[config.mk]
export PLATFORM = sky130hd
export DESIGN_NAME = imem_loader
export DESIGN_NICKNAME = d
export VERILOG_FILES = /design/src/rtl/imem_loader.sv
export SDC_FILE = /design/constraint.sdc
export NUM_CORES = 1
export LEC_CHECK = 0
export CAP_MARGIN = 0
export CORE_ASPECT_RATIO = 1.5
export CORE_MARGIN = 1.5
export CORE_UTILIZATION = 35
export CTS_CLUSTER_DIAMETER = 40
export DETAILED_ROUTE_END_ITERATION = 8
export GPL_TIMING_DRIVEN = 0
export PLACE_DENSITY_LB_ADDON = 0.15
export SYNTH_ARGS = -nofsm -noshare
export SYNTH_HDL_FRONTEND = slang
export SYNTH_SLANG_ARGS = --single-unit
[constraint.sdc]
create_clock -name clk -period 3.93 [get_ports clk]
set_input_delay 1.179 -clock clk [delete_from_list [all_inputs] [get_ports clk]]
set_output_delay 1.179 -clock clk [all_outputs]
set_load 0.1 [all_outputs]
[src/rtl/imem_loader.sv]
// Boot-time instruction-memory loader: parses a length-prefixed byte frame,
// writes little-endian 32-bit words into the instruction store and validates a trailing checksum.
module imem_loader #(
  parameter int DEPTH  = 128,
  parameter int ADDR_W = 12
) (
  input  logic              clk,
  input  logic              reset,
  input  logic              start,
  input  logic [7:0]        rx_data,
  input  logic              rx_valid,
  output logic              rx_ready,
  output logic              we,
  output logic [ADDR_W-1:0] waddr,
  output logic [31:0]       wdata,
  output logic              cpu_hold,
  output logic              busy,
  output logic              done,
  output logic              err
);

  localparam logic [2:0] S_IDLE   = 3'd0;
  localparam logic [2:0] S_LEN_LO = 3'd1;
  localparam logic [2:0] S_LEN_HI = 3'd2;
  localparam logic [2:0] S_DATA   = 3'd3;
  localparam logic [2:0] S_WRITE  = 3'd4;
  localparam logic [2:0] S_CSUM   = 3'd5;
  localparam logic [2:0] S_DONE   = 3'd6;
  localparam logic [2:0] S_ERR    = 3'd7;

  localparam logic [15:0] DEPTH_W = 16'(DEPTH);

  // 8-bit modular checksum accumulation
  function automatic logic [7:0] csum_add(input logic [7:0] sum, input logic [7:0] b);
    csum_add = sum + b;
  endfunction

  function automatic logic rx_state(input logic [2:0] st);
    case (st)
      S_LEN_LO, S_LEN_HI, S_DATA, S_CSUM: rx_state = 1'b1;
      default:                            rx_state = 1'b0;
    endcase
  endfunction

  function automatic logic busy_state(input logic [2:0] st);
    case (st)
      S_LEN_LO, S_LEN_HI, S_DATA, S_WRITE, S_CSUM: busy_state = 1'b1;
      default:                                     busy_state = 1'b0;
    endcase
  endfunction

  logic [2:0]        state_r, state_nxt_s;
  logic [7:0]        len_lo_r, len_lo_nxt_s;
  logic [15:0]       len_r, len_nxt_s;
  logic [7:0]        word_idx_r, word_idx_nxt_s;
  logic [1:0]        byte_idx_r, byte_idx_nxt_s;
  logic [31:0]       shift_r, shift_nxt_s;
  logic [7:0]        sum_r, sum_nxt_s;
  logic [ADDR_W-1:0] waddr_r, waddr_nxt_s;
  logic [31:0]       wdata_r, wdata_nxt_s;
  logic              rx_ready_r, we_r, cpu_hold_r, busy_r, done_r, err_r;
  logic              accept_s;
  logic [15:0]       len_in_s;
  logic [7:0]        word_inc_s;

  assign accept_s   = rx_valid && rx_state(state_r);
  assign len_in_s   = {rx_data, len_lo_r};
  assign word_inc_s = word_idx_r + 8'd1;

  // Next-state and datapath update for the frame parser
  always_comb begin
    state_nxt_s    = state_r;
    len_lo_nxt_s   = len_lo_r;
    len_nxt_s      = len_r;
    word_idx_nxt_s = word_idx_r;
    byte_idx_nxt_s = byte_idx_r;
    shift_nxt_s    = shift_r;
    waddr_nxt_s    = waddr_r;
    wdata_nxt_s    = wdata_r;
    if (accept_s) begin
      sum_nxt_s = csum_add(sum_r, rx_data);
    end else begin
      sum_nxt_s = sum_r;
    end

    case (state_r)
      S_IDLE, S_DONE, S_ERR: begin
        if (start) begin
          state_nxt_s    = S_LEN_LO;
          word_idx_nxt_s = 8'd0;
          byte_idx_nxt_s = 2'd0;
          sum_nxt_s      = 8'd0;
        end else begin
          state_nxt_s = state_r;
        end
      end
      S_LEN_LO: begin
        if (accept_s) begin
          len_lo_nxt_s = rx_data;
          state_nxt_s  = S_LEN_HI;
        end else begin
          state_nxt_s = S_LEN_LO;
        end
      end
      S_LEN_HI: begin
        if (accept_s) begin
          len_nxt_s = len_in_s;
          if (len_in_s > DEPTH_W) begin
            state_nxt_s = S_ERR;
          end else if (len_in_s == 16'd0) begin
            state_nxt_s = S_CSUM;
          end else begin
            state_nxt_s = S_DATA;
          end
        end else begin
          state_nxt_s = S_LEN_HI;
        end
      end
      S_DATA: begin
        // Bytes shift in from the top so the first byte lands in bits 7:0
        if (accept_s) begin
          shift_nxt_s    = {rx_data, shift_r[31:8]};
          byte_idx_nxt_s = byte_idx_r + 2'd1;
          if (byte_idx_r == 2'd3) begin
            state_nxt_s = S_WRITE;
            waddr_nxt_s = ADDR_W'({word_idx_r, 2'b00});
            wdata_nxt_s = {rx_data, shift_r[31:8]};
          end else begin
            state_nxt_s = S_DATA;
          end
        end else begin
          state_nxt_s = S_DATA;
        end
      end
      S_WRITE: begin
        word_idx_nxt_s = word_inc_s;
        if ({8'd0, word_inc_s} == len_r) begin
          state_nxt_s = S_CSUM;
        end else begin
          state_nxt_s = S_DATA;
        end
      end
      S_CSUM: begin
        if (accept_s) begin
          if (csum_add(sum_r, rx_data) == 8'd0) begin
            state_nxt_s = S_DONE;
          end else begin
            state_nxt_s = S_ERR;
          end
        end else begin
          state_nxt_s = S_CSUM;
        end
      end
      default: begin
        state_nxt_s = S_IDLE;
      end
    endcase
  end

  // State, datapath and output registers; outputs are decoded from the next state
  always_ff @(posedge clk) begin
    if (reset) begin
      state_r    <= S_IDLE;
      len_lo_r   <= 8'd0;
      len_r      <= 16'd0;
      word_idx_r <= 8'd0;
      byte_idx_r <= 2'd0;
      shift_r    <= 32'd0;
      sum_r      <= 8'd0;
      waddr_r    <= '0;
      wdata_r    <= 32'd0;
      rx_ready_r <= 1'b0;
      we_r       <= 1'b0;
      cpu_hold_r <= 1'b0;
      busy_r     <= 1'b0;
      done_r     <= 1'b0;
      err_r      <= 1'b0;
    end else begin
      state_r    <= state_nxt_s;
      len_lo_r   <= len_lo_nxt_s;
      len_r      <= len_nxt_s;
      word_idx_r <= word_idx_nxt_s;
      byte_idx_r <= byte_idx_nxt_s;
      shift_r    <= shift_nxt_s;
      sum_r      <= sum_nxt_s;
      waddr_r    <= waddr_nxt_s;
      wdata_r    <= wdata_nxt_s;
      rx_ready_r <= rx_state(state_nxt_s);
      we_r       <= (state_nxt_s == S_WRITE);
      cpu_hold_r <= busy_state(state_nxt_s) || (state_nxt_s == S_ERR);
      busy_r     <= busy_state(state_nxt_s);
      done_r     <= (state_nxt_s == S_DONE);
      err_r      <= (state_nxt_s == S_ERR);
    end
  end

  assign rx_ready = rx_ready_r;
  assign we       = we_r;
  assign waddr    = waddr_r;
  assign wdata    = wdata_r;
  assign cpu_hold = cpu_hold_r;
  assign busy     = busy_r;
  assign done     = done_r;
  assign err      = err_r;

endmodule

==> impl_metrics.ini <==
[timing]
rsz0062_at_grt = false
fin_crit_sh_pct = 95.8
final_max_slew_viol_count = 0
max_freq_mhz = 266
setup_viol = 0
max-slew-margin-rel_pct = 28.1
fin_crit_ns = 3.76
worst_pin_slew_ns = 1.08
skew_ns = 0.00878
hold_viol = 0
whs_ns = 0.450
tns_ns = 0

[power_and_ir_drop]
finalPower_mw = 3.06
vdd_ir_drop_max_v = 0.000293
p_leak_nw = 2.20
power_density_nw_per_um2 = 488

[final_layout]
nets = 728
utilization_pct = 46.1
drive_above_1_share_pct = 7.37
layout_common_cells = 202 x nand2_1, 115 x dfxtp_1, 112 x a21oi_1
fillers = 1372
final_cells = 881
n_antenna_cell = 0
mostFrequentLayoutCell = nand2_1
syn2layout_area_growth_pct = 28.0

[clock_tree]
cts_hold_buffers = 0
cts_tree = done
clk_transition_reported_paths_ns = 0.05
clk_latency_ns = 0.41
cts_buffer_depth = 2
htree_levels = 4
cts_setup_buffers = 0
root_buffer = clkbuf_16
cts_sinks = 115
cts-resized-gates = 0
cts_buffers = 17

[setup_path]
cp_num_buf_inv = 1
worstPathRequired_ns = 4.24
cp-start-kind = input pin
path_class = input pin to register
crit_chain = clkdlybuf4s50_1 -> ha_1 -> fa_1 -> xor2_1 -> or4_1 -> nor3_1 -> a31oi_1 -> nor2_2 -> nor4b_2
critPathTopFamily = simple AND/OR/NAND/NOR gates
cp_max_fo = 6
critPathMaxStageDelay_ns = 0.59
slowest_stage = clkdlybuf4s50_1
critical_path_arrival_ns = 4.07
end_kind = register

[status]
status = finished clean

[floorplanning]
ios = 62
core_um2 = 13600
die_x_um = 99.6
die_y_um = 148
rows = 52
dieArea_um2 = 14700
start_util_pct = 36.0

[global_routing]
grt_pass1_wl_um = 21100
grt_start_max_net_pins = 17
grt_antenna_before_repair = 0
grtUsageTotal_pct = 18.2
overflow = 0
grt_pass1_vias = 4264

[route]
drt-initial-drc-count = 216
ant_nets = 0
post-route-drc-count = 0
dr.pass1.iters = 4
num_vias = 4431
wl_per_cell_um = 14.3
viasPerCell = 5.03
routed_wl_um = 12600

[placed_design]
dp.cells = 849
place.gp.congestion = 0.871
port_buffers = 56
dp_hpwl_um = 9350

[yosys]
synth_warnings = 0
ys_seq_area_share_pct = 47.0
synth.distinct_cells = 58
syn_area_per_cell_um2 = 7.80
synth_edf_count = 0
synth_seq_cells = 115
synth_ff_type = dfxtp_1
synthArstFlopShare_pct = 0
syn_inst = 628
syn_area_um2 = 4900

[worst_hold_path]
hp-class = register to register

[run]
maxCapViolations = 0
## path summary, 6_finish.rpt
path          startpoint       end  slack, ns  cells past startpoint
max           rx_data[0]      done       0.17                      9
min             waddr[3]  waddr[3]       0.45                      2
max reg2reg  len_lo_r[3]      busy       1.32                      6
min reg2reg     waddr[3]  waddr[3]       0.45                      2
## cells by family after synthesis
family / count (synthesis) / synth area share, %
xor gates and xnor gates: 16 / 3.14
and+or+nand+nor: 283 / 25.1
other: 1 / 0.0766
buffers and inverters: 48 / 4.32
AOI/OAI and AO/OA: 153 / 17.2
adders and majority gates: 10 / 2.71
DFF: 115 / 47.0
muxes: 2 / 0.409
## Yosys cell counts (all sizes together), types with 5 or more instances
cell type    n  share of area [%]
clkbuf      29                2.2
ha           9                2.3
o21ai       14                1.4
buf         12                1.6
nor3         5               0.61
inv          7               0.54
xnor2        9                1.6
nor2        29                2.3
a21oi      113                 12
or4          6                1.0
and3         7               0.89
xor2         6                1.1
nand2      202                 15
dfxtp      115                 47
## where the power goes
part	total [mW]	switching [mW]	internal [mW]
Combinational	0.324	0.226	0.0975
Clock	1.53	0.538	0.991
Sequential	1.20	0.0130	1.19
## metrics by stage
step / setup WS, ns / area (um2)
finish: 0.167 / 6270
global route: 0.0315 / 6270
CTS: 0.0771 / 6260
detailed placement: -0.331 / 5670
global placement: -0.240 / 5670
floorplan: 0.856 / 4910
## area by class of cell
type                            instances  area, um2  share of cell area (%)
Clock buffer                           18        429                    6.85
Clock inverter                         14        164                    2.61
Sequential cell                       115       2300                    36.7
Buffer                                 41        185                    2.95
Multi-Input combinational cell        468       2400                    38.3
Timing Repair Buffer                   56        561                    8.94
Tap cell                              162        203                    3.23
Inverter                                7       26.3                   0.419
## metal layers
metal / global-route usage [%] / share of wire (%) / up-vias
met5: 0 / 0 / -
met4: 6.97 / 1.9 / 0
met3: 4.82 / 3.5 / 18
met2: 31.2 / 51 / 94
met1: 21.6 / 43 / 2044
li1: - / - / 2275
## registers in the layout (all words and copies together), names as in the netlist, 2 cells and up
register	count
shift_r	24
wdata	32
byte_idx_r	2
waddr	8
state_r	3
len_lo_r	8
word_idx_r	8
len_r	16
sum_r	8
## worst reg2reg max path, stage by stage (launching register included)
cell and delay [ns]:
dfxtp_1 0.32, or4_1 0.57, o21ai_1 0.19, nand3b_1 0.10, a222oi_1 0.89, and3_1 0.31, a211oi_1 0.08
Note: power is estimated with default switching activity, not from simulation.
